### config.mk
export PLATFORM = sky130hd
export DESIGN_NAME = unidade_multdiv
export DESIGN_NICKNAME = d
export VERILOG_FILES = /design/src/rtl/unidade_multdiv.sv
export SDC_FILE = /design/constraint.sdc
export NUM_CORES = 1
export LEC_CHECK = 0
export BUFFER_PORTS_ARGS = -buffer_cell sky130_fd_sc_hd__buf_4
export CORE_MARGIN = 5
export CORE_UTILIZATION = 52
export CTS_CLUSTER_DIAMETER = 30
export DETAILED_ROUTE_END_ITERATION = 12
export GPL_TIMING_DRIVEN = 0
export PLACE_DENSITY = 0.8
export SETUP_SLACK_MARGIN = 0.5
export SKIP_CTS_REPAIR_TIMING = 1
export SLEW_MARGIN = 5
export SYNTH_ARGS = -nofsm -noshare
export SYNTH_HDL_FRONTEND = slang
export SYNTH_SLANG_ARGS = --single-unit
### constraint.sdc
create_clock -name clock -period 4.7 [get_ports clock]
set_clock_uncertainty 0.05 [all_clocks]
set_input_delay 0.235 -clock clock [delete_from_list [all_inputs] [get_ports clock]]
set_output_delay 0.235 -clock clock [all_outputs]
set_load 0.01 [all_outputs]
### src/rtl/unidade_multdiv.sv
// rtl/unidade_multdiv.sv - iterative 32-bit multiply/divide unit producing hi/lo for mult, multu, div, divu
module unidade_multdiv #(
    parameter int LARGURA = 32
) (
    input  logic               clock,
    input  logic               reset,
    input  logic               inicio,
    input  logic [1:0]         operacao,
    input  logic [LARGURA-1:0] entrada_a,
    input  logic [LARGURA-1:0] entrada_b,
    output logic               ocupado,
    output logic               pronto,
    output logic               div_zero,
    output logic [LARGURA-1:0] hi,
    output logic [LARGURA-1:0] lo
);

    localparam int CW = $clog2(LARGURA);
    localparam logic [CW-1:0] ULTIMO = CW'(LARGURA - 1);

    typedef enum logic [1:0] {
        OCIOSO  = 2'd0,
        CALCULO = 2'd1,
        AJUSTE  = 2'd2
    } estado_t;

    estado_t estado, estado_prox;

    logic [1:0]           op;
    logic [LARGURA-1:0]   a_lat, b_lat;
    logic                 sinal_a, sinal_b;
    logic [CW-1:0]        cont;
    logic [2*LARGURA-1:0] acc, acc_prox, produto;

    logic                 e_div, com_sinal;
    logic                 in_com_sinal;
    logic [LARGURA-1:0]   a_in, b_in;
    logic [LARGURA:0]     soma, tentativa, diferenca;
    logic [LARGURA-1:0]   quoc, resto, res_hi, res_lo;

    assign e_div     = op[1];
    assign com_sinal = ~op[0];

    // Signed operands are reduced to magnitudes; 0x80000000 maps to itself, which is 2^31 unsigned.
    assign in_com_sinal = ~operacao[0];
    assign a_in = (in_com_sinal && entrada_a[LARGURA-1]) ? (~entrada_a + LARGURA'(1)) : entrada_a;
    assign b_in = (in_com_sinal && entrada_b[LARGURA-1]) ? (~entrada_b + LARGURA'(1)) : entrada_b;

    // Multiply keeps the multiplier in the low half; divide keeps remainder:dividend/quotient.
    always_comb begin
        soma      = {1'b0, acc[2*LARGURA-1:LARGURA]} + (acc[0] ? {1'b0, a_lat} : '0);
        tentativa = acc[2*LARGURA-1:LARGURA-1];
        diferenca = tentativa - {1'b0, b_lat};
        acc_prox  = acc;
        if (e_div) begin
            if (diferenca[LARGURA])
                acc_prox = {tentativa[LARGURA-1:0], acc[LARGURA-2:0], 1'b0};
            else
                acc_prox = {diferenca[LARGURA-1:0], acc[LARGURA-2:0], 1'b1};
        end else begin
            acc_prox = {soma, acc[LARGURA-1:1]};
        end
    end

    always_comb begin
        produto = (com_sinal && (sinal_a ^ sinal_b)) ? (~acc + (2*LARGURA)'(1)) : acc;
        quoc    = acc[LARGURA-1:0];
        resto   = acc[2*LARGURA-1:LARGURA];
        res_hi  = produto[2*LARGURA-1:LARGURA];
        res_lo  = produto[LARGURA-1:0];
        if (e_div) begin
            if (b_lat == '0) begin
                res_hi = a_lat;
                res_lo = '1;
            end else begin
                res_lo = (com_sinal && (sinal_a ^ sinal_b)) ? (~quoc + LARGURA'(1)) : quoc;
                res_hi = (com_sinal && sinal_a) ? (~resto + LARGURA'(1)) : resto;
            end
        end
    end

    always_comb begin
        estado_prox = estado;
        case (estado)
            OCIOSO:  if (inicio) estado_prox = CALCULO;
            CALCULO: if (cont == ULTIMO) estado_prox = AJUSTE;
            AJUSTE:  estado_prox = OCIOSO;
            default: estado_prox = OCIOSO;
        endcase
    end

    always_ff @(posedge clock) begin
        if (!reset) estado <= OCIOSO;
        else        estado <= estado_prox;
    end

    always_ff @(posedge clock) begin
        if (!reset) begin
            op       <= '0;
            a_lat    <= '0;
            b_lat    <= '0;
            sinal_a  <= 1'b0;
            sinal_b  <= 1'b0;
            cont     <= '0;
            acc      <= '0;
            ocupado  <= 1'b0;
            pronto   <= 1'b0;
            div_zero <= 1'b0;
            hi       <= '0;
            lo       <= '0;
        end else begin
            pronto <= 1'b0;
            case (estado)
                OCIOSO: begin
                    if (inicio) begin
                        op       <= operacao;
                        a_lat    <= a_in;
                        b_lat    <= b_in;
                        sinal_a  <= in_com_sinal && entrada_a[LARGURA-1];
                        sinal_b  <= in_com_sinal && entrada_b[LARGURA-1];
                        cont     <= '0;
                        acc      <= {{LARGURA{1'b0}}, (operacao[1] ? a_in : b_in)};
                        div_zero <= 1'b0;
                        ocupado  <= 1'b1;
                    end
                end
                CALCULO: begin
                    acc  <= acc_prox;
                    cont <= cont + 1'b1;
                end
                AJUSTE: begin
                    hi       <= res_hi;
                    lo       <= res_lo;
                    div_zero <= e_div && (b_lat == '0);
                    pronto   <= 1'b1;
                    ocupado  <= 1'b0;
                end
                default: ;
            endcase
        end
    end

endmodule

==> key figures, run 1 <==
Status
  • Outcome: complete, but fails checks
  • Failing checks: negative hold slack

Placement
  • GP Congestion: between 1 and 1.5
  • Hpwl dp: 52300 microns
  • Post-DP Area: ~0.018 sq mm
  • Port buffer count: 133

Yosys
  • Unique cell type count in the Yosys netlist: 80
  • Ys Warns: 0
  • Share of async-settable or async-resettable flops after synthesis: 0%
  • Cell Area, Synth: 0.0162 sq mm
  • Synthesized net count: 2300
  • Post-synth top flop: dfxtp_1
  • Area leader, netlist: dfxtp_1
  • Syn_area_per_cell: 7.51 sq um
  • Area contributors post-synth: dfxtp_1 25%, xnor2_1 6.0%, ha_1 5.4%, nor2_1 5.3%, a21oi_1 5.2%
  • Mapped Cells: 2159
  • Register area share after synthesis: between 20% and 30%
  • Flops & latches, synth: 206
  • Share of the synthesized area in the top cell type: 25.4%
  • Number of flops mapped to enable cells by yosys: 0

Critical path
  • FF-to-FF setup slack: 650 ps
  • Slowest cell on the critical path: fa_1
  • Delay of the slowest critical-path stage: 420 ps
  • Worst Path Max Fanout: 10
  • CP cell instances: clkbuf_2, clkbuf_1, nand2_1, fa_1, nand2b_1, a211o_1, a211oi_1, a2111oi_2, o31ai_4, a221oi_1, o31a_1, o211ai_1, o211a_1
  • Arr. time, crit path: 4510 ps
  • Buffers & Inverters on Critical Path: 2
  • Delay-heaviest family, CP: compound AO/OA/AOI/OAI gates
  • CP Class: reg2reg
  • Endpoint type of the worst setup path: flip-flop
  • Required time of the critical path: 5160 ps
  • Worst setup SP type: flip-flop

Power and ir drop
  • Leakage: 8.06 nW
  • Switch Pwr: 2.35 mW
  • Tot Pwr: 7.26 mW
  • Combinational power share: 22.4%
  • Switching share of total power: approximately a third
  • Pint: 4.91 mW
  • Register share of total power: 27.6%
  • Peak supply drop: 0.000285 V
  • PD cells: 372 mW/mm^2
  • Clock power share: 50.0%

Route
  • WL/cell: 24.6 microns
  • TritonRoute pass-1 iters: 7
  • Initial DRC Count: between 2000 and 3000
  • Total Routed Length: between 60000 and 70000 microns
  • Routed vias: 18600
  • ANT nets after route: 0
  • Via density per instance: 6.69
  • DRC: 0

Global route
  • Largest net degree at the start of global routing: 15
  • Total GRT Usage: 36.8%
  • Initial antenna violation count: 1
  • Grt ovf: 0
  • Vias in the first global route: 17700
  • First-pass GRT wire length: 103000 microns

Layout
  • Fill cells: 2662
  • Final Cell Area: 0.0195 sq mm
  • Ratio of cells with drive above 1 in the final layout: a little over a tenth
  • Multi-input gate area: between 0.01 and 0.015 sq mm
  • Final core occ: 63.7%
  • Sequential Area: just over 0.004 sq mm
  • Final antenna diode count: 0
  • Area Growth Syn to Fin: 20.5%
  • Fin nets: 2485

STA
  • Final setup viols: 0
  • Rel. slew slack: 32.8%
  • Maximum clock rate: 0.247 GHz
  • Worst-Margin Slew: 1010 ps
  • Final Cycle Share: 86.2%
  • RSZ-0062 raised after global routing: no
  • Slew Limit Fails: 0
  • Hold_ws: -2.54 ps
  • Setup TNS: 0 ps
  • Final Hold Vio Count: 2
  • Minimum period implied by the final worst setup slack: 4050 ps

Run
  • Max-cap violation count: 0

Floorplanning
  • Core ar.: 0.0307 sq mm
  • Die Width: 187 microns
  • Die area: 0.0348 sq mm
  • DIE HEIGHT: 187 microns
  • # rows: 64
  • I/O pin cnt: around 140
  • Starting Density: 52.9%

Hold path
  • Worst hold-check path type: in2reg

CTS
  • Longest Clk Path Bufs: 3
  • Clock Pin Slew Worst Setup and Hold Paths: 50 ps
  • Clock root buffer: clkbuf_16
  • CTS tree: built
  • Clock Sinks: approximately 210
  • CTS buffer count: between 40 and 50
  • Clk_lat worst skew: 570 ps
  • H-tree levels: 2
## cell usage after synthesis (20+ instances only)
cell type    n
dfxtp_1    206
o31ai_1     20
a211oi_1   106
nand2_1    166
ha_1        70
a31oi_1     56
a21o_1      37
o211ai_1    21
nor3_1      39
o21ai_0    159
mux2i_1     69
nor2_1     231
inv_1       69
xor2_1      88
nand3_1     36
and2_1      42
nor4_1      25
nor2b_1     22
xnor2_1    112
a21oi_1    168
nand2b_1    23
clkbuf_1   142
## area by class of cell
class | instances | share of cell area, %
clock inverter | 30 | 2.54
tap | 396 | 2.54
multi-input combinational | 1714 | 57.3
sequential | 206 | 21.1
clock buffer | 57 | 6.52
inverter | 71 | 1.36
timing repair buffer | 136 | 5.26
buffer | 168 | 3.37
## through the flow
stage,hold slack (ps),std cells,worst slack (ps)
after global placement,391,2688,94.7
final,-2.54,2778,647
after CTS,-86.3,2775,23.3
after detailed placement,392,2688,22.9
after floorplan,321,2159,1260
after global routing,14.6,2778,519
## state kept, by name (all words and copies together), names as in the netlist, 2 cells and up
register  cells
lo           32
cont          5
a_lat        32
b_lat        32
acc          64
op            2
estado        2
hi           32
## power groups by stage
stage | logic [mW] | clock network (mW) | registers (mW)
floorplan | 1.07 | 0 | 1.94
finish | 1.63 | 3.63 | 2.00
detailed placement | 1.54 | 0 | 2.02
global route | 1.73 | 3.71 | 2.00
global placement | 1.51 | 0 | 2.01
CTS | 1.56 | 3.61 | 1.98
## cell families after synthesis
| group | Yosys count | share of synthesized area [%] |
|---|---|---|
| AO/OA/AOI/OAI | 701 | 28.0 |
| XOR/XNOR | 200 | 10.8 |
| adder cells (fa/ha/maj) | 72 | 5.65 |
| buffers and inverters | 239 | 5.69 |
| flip-flops | 206 | 25.4 |
| multiplexers | 76 | 4.75 |
| AND/OR/NAND/NOR | 665 | 19.7 |
## placed cells by master, fill, tap and decap left out, types with 11 or more instances in the layout
master / synthesis / layout
clkbuf_16: 0 / 47
nand2b_1: 23 / 23
a211oi_1: 106 / 106
a21oi_1: 168 / 168
clkbuf_1: 142 / 143
nor2b_1: 22 / 22
a22oi_1: 13 / 13
o31ai_1: 20 / 19
a311oi_1: 12 / 12
nor2_1: 231 / 231
and3_1: 15 / 15
or4_1: 11 / 11
nand2_1: 166 / 166
xnor2_1: 112 / 112
ha_1: 70 / 70
a21o_1: 37 / 37
inv_1: 69 / 69
o211ai_1: 21 / 21
o21ai_0: 159 / 159
o21a_1: 15 / 15
buf_4: 2 / 135
nand3_1: 36 / 36
mux2i_1: 69 / 69
nor3_1: 39 / 39
and2_1: 42 / 42
xor2_1: 88 / 88
a31oi_1: 56 / 56
dfxtp_1: 206 / 206
nor4_1: 25 / 23
nand4_1: 12 / 12
o41ai_1: 12 / 12
buf_1: 15 / 15
## worst reg2reg max path, delay by kind of cell (launching register included)
family          cells  cell delay, ps
compound gates      8            2080
fa+ha+maj           1             420
buf+inv             2             730
flops               1             330
simple gates        2             390
## routing by layer
layer	global-route usage, %	vias up	wire, microns
li1	-	8204	-
met1	47.3	8720	25900
met2	55.8	1305	28800
met3	7.42	362	7850
met4	24.0	4	5670
met5	2.61	-	126
## path summary, 6_finish.rpt
path,from,endpoint,cells past startpoint
worst min register to register,hi[2],hi[2],2
worst max-delay path,acc[0],acc[63],13
worst min-delay path,entrada_a[20],a_lat[20],4
worst max register to register,acc[0],acc[63],13
No activity file was read; power rests on OpenSTA's default activity.
==> run 2: changes to the inputs <==
Settings changed: CTS_BUF_LIST from default to sky130_fd_sc_hd__clkbuf_8.
==> run 2 against run 1 <==
  * The flow still finishes with violations (negative hold slack)
  * Critical path type unchanged
  * Highest routed layer is now met4
  * Critical endpoint is now acc[62]
  * Die area is the same
  * Sequential power barely moved
  * Core utilization shrank 1.9 points
  * Routed wire length fell by 1.3%
  * Setup slack worse by 4.0 ps
  * Non-clock buffer count up 5
  * Total power decreased by 16%
  * Global-route usage is 0.46 points lower
==> key figures, run 2 (synthesis gave the netlist of run 1 again) <==
Status
  • Outcome: complete, but fails checks
  • Failing checks: negative hold slack

Critical path
  • Crit path top cell by count: a31oi_1
  • Arr. time, crit path: 4490 ps (-20 ps)
  • Delay of the slowest critical-path stage: 660 ps (+240 ps)
  • Required time of the critical path: 5140 ps (-20 ps)
  • Worst Path Max Fanout: 10 (unchanged)
  • Slowest cell on the critical path: a31oi_1
  • Endpoint type of the worst setup path: flip-flop
  • Worst setup SP type: flip-flop
  • CP Class: reg2reg
  • CP cell instances: clkbuf_2, clkbuf_1, nand2_1, inv_1, ha_1, a211oi_1, o21ai_0, nand4_1, a31oi_1, o31ai_1, nor2_1, a31oi_1, xor2_1, o211ai_1

Layout
  • Fill cells: 2764 (+3.8%)
  • Sequential Area: 0.00412 sq mm (unchanged)
  • Area Growth Syn to Fin: 17.0%
  • Fin nets: 2490 (+0.20%)
  • Most frequent cells in the layout: 231 x nor2_1, 206 x dfxtp_1, 168 x a21oi_1, 166 x nand2_1, 159 x o21ai_0
  • Most common cell after layout, fill and taps aside: nor2_1
  • Post-Layout Cell Count: 2783 (+0.18%)
  • Ratio of cells with drive above 1 in the final layout: 10.8% (-0.11 points)
  • Final core occ: 61.8% (-1.9 points)
  • Max reg flops: 64 (unchanged)
  • Multi-input gate area: 0.0112 sq mm (unchanged)
  • Final Cell Area: 0.0190 sq mm (-2.9%)
  • Final antenna diode count: 0 (unchanged)
  • Register with the most flip-flops: acc

Global route
  • Grt ovf: 0 (unchanged)
  • Met1 capacity usage during global routing: 46.5% (-0.80 points)
  • Total GRT Usage: 36.3% (-0.46 points)
  • GRT Max-Usage Layer: met2
  • Initial antenna violation count: 1 (unchanged)
  • Vias in the first global route: 17400 (-1.3%)
  • Met2 GRT Util: 55.4% (-0.43 points)
  • First-pass GRT wire length: 101000 microns (-1.1%)
  • Largest net degree at the start of global routing: 14 (-1)
  • Met3 track demand over resource: 8.31% (+0.90 points)

Route
  • TritonRoute pass-1 iters: 9 (+2)
  • Via density per instance: 6.62 (-1.2%)
  • Routed vias: 18400 (-0.97%)
  • Initial DRC Count: 2425 (-3.9%)
  • DRC: 0 (unchanged)
  • ANT nets after route: 0 (unchanged)
  • WL/cell: 24.2 microns (-1.5%)
  • Total Routed Length: 67400 microns (-1.3%)

STA
  • Slew Limit Fails: 0 (unchanged)
  • Hold_ws: -28.6 ps (-26.0 ps)
  • Setup WS post-layout: 643 ps (-4.03 ps)
  • Rel. slew slack: 31.4% (-1.3 points)
  • RSZ-0062 raised after global routing: no
  • Minimum period implied by the final worst setup slack: 4060 ps (+4.03 ps)
  • Final Cycle Share: 86.3% (about the same)
  • Final setup viols: 0 (unchanged)
  • Worst-Margin Slew: 1030 ps (+16.4 ps)
  • Setup TNS: 0 ps (unchanged)
  • Final Hold Vio Count: 9 (+7)
  • Maximum clock rate: 0.247 GHz (about the same)

Hold path
  • Worst hold-check path type: in2reg

Run
  • Max-cap violation count: 0 (unchanged)

Floorplanning
  • Die Width: 187 microns (unchanged)
  • Starting Density: 52.9% (unchanged)
  • Core ar.: 0.0307 sq mm (unchanged)
  • I/O pin cnt: 136 (unchanged)
  • DIE HEIGHT: 187 microns (unchanged)
  • # rows: 64 (unchanged)
  • Die area: 0.0348 sq mm (unchanged)

Power and ir drop
  • Leakage: 7.82 nW (-2.9%)
  • Peak supply drop: 0.000235 V (-18%)
  • Tot Pwr: 6.11 mW (-16%)
  • PD cells: 322 mW/mm^2 (-13%)

CTS
  • Clock Sinks: 206 (unchanged)
  • CTS buffer count: 47 (unchanged)
  • Clk_lat worst skew: 610 ps (+40 ps)
  • Longest Clk Path Bufs: 3 (unchanged)
  • H-tree levels: 2 (unchanged)
  • Clock Pin Slew Worst Setup and Hold Paths: 60 ps (about the same)
  • CTS tree: built
  • Clock root buffer: clkbuf_8

Placement
  • GP Congestion: 1.12 (unchanged)
  • Placed cell count: 2688 (unchanged)
  • Pre-CTS setup slack: 22.9 ps (unchanged)
  • Port buffer count: 133 (unchanged)
  • Hpwl dp: 52300 microns (unchanged)
  • Post-DP Area: 0.0177 sq mm (unchanged)
-- run 2: cell count changes in the layout (fill, tap and decap cells not counted), sizes merged --
cell / before / now
inv: 71 / 78
bufinv: 10 / 8
dlygate4sd3: 3 / 8
clkbuf: 199 / 196
clkinv: 11 / 9
-- run 2: layer usage --
layer / up-vias / part of all wire (%)
met1: 8649 / 38
li1: 8210 / -
met2: 1259 / 43
met4: 0 / 7.3
met3: 296 / 12
met5: - / 0
-- run 2: where the power goes --
| group | internal [mW] | switching, mW | leakage (nW) | total, mW |
|---|---|---|---|---|
| logic | 0.576 | 1.05 | 5.56 | 1.63 |
| registers | 1.84 | 0.158 | 1.68 | 2.00 |
| clock network | 1.52 | 0.973 | 0.580 | 2.49 |
-- run 2: final cells by class --
cell class,count,share of cell area (%)
Multi-Input combinational cell,1714,59.0
Sequential cell,206,21.7
Timing Repair Buffer,141,5.69
Clock buffer,54,3.92
Buffer,168,3.48
Tap cell,396,2.61
Clock inverter,33,2.14
Inverter,71,1.41
-- run 2: final timing paths --
path / startpoint / end / slack [ps] / depth (start not counted)
worst min register to register: hi[2] / hi[2] / 410 / 2
worst min-delay path: entrada_a[7] / a_lat[7] / -30 / 4
worst max register to register: acc[0] / acc[62] / 640 / 14
worst max-delay path: acc[0] / acc[62] / 640 / 14
-- run 2: worst max-delay path, delay by kind of cell (launching register included) --
family / cells / cell delay, ps
compound gates: 6 / 1840
buf+inv: 3 / 800
simple gates: 3 / 630
flops: 1 / 330
fa+ha+maj: 1 / 150
xor+xnor: 1 / 150
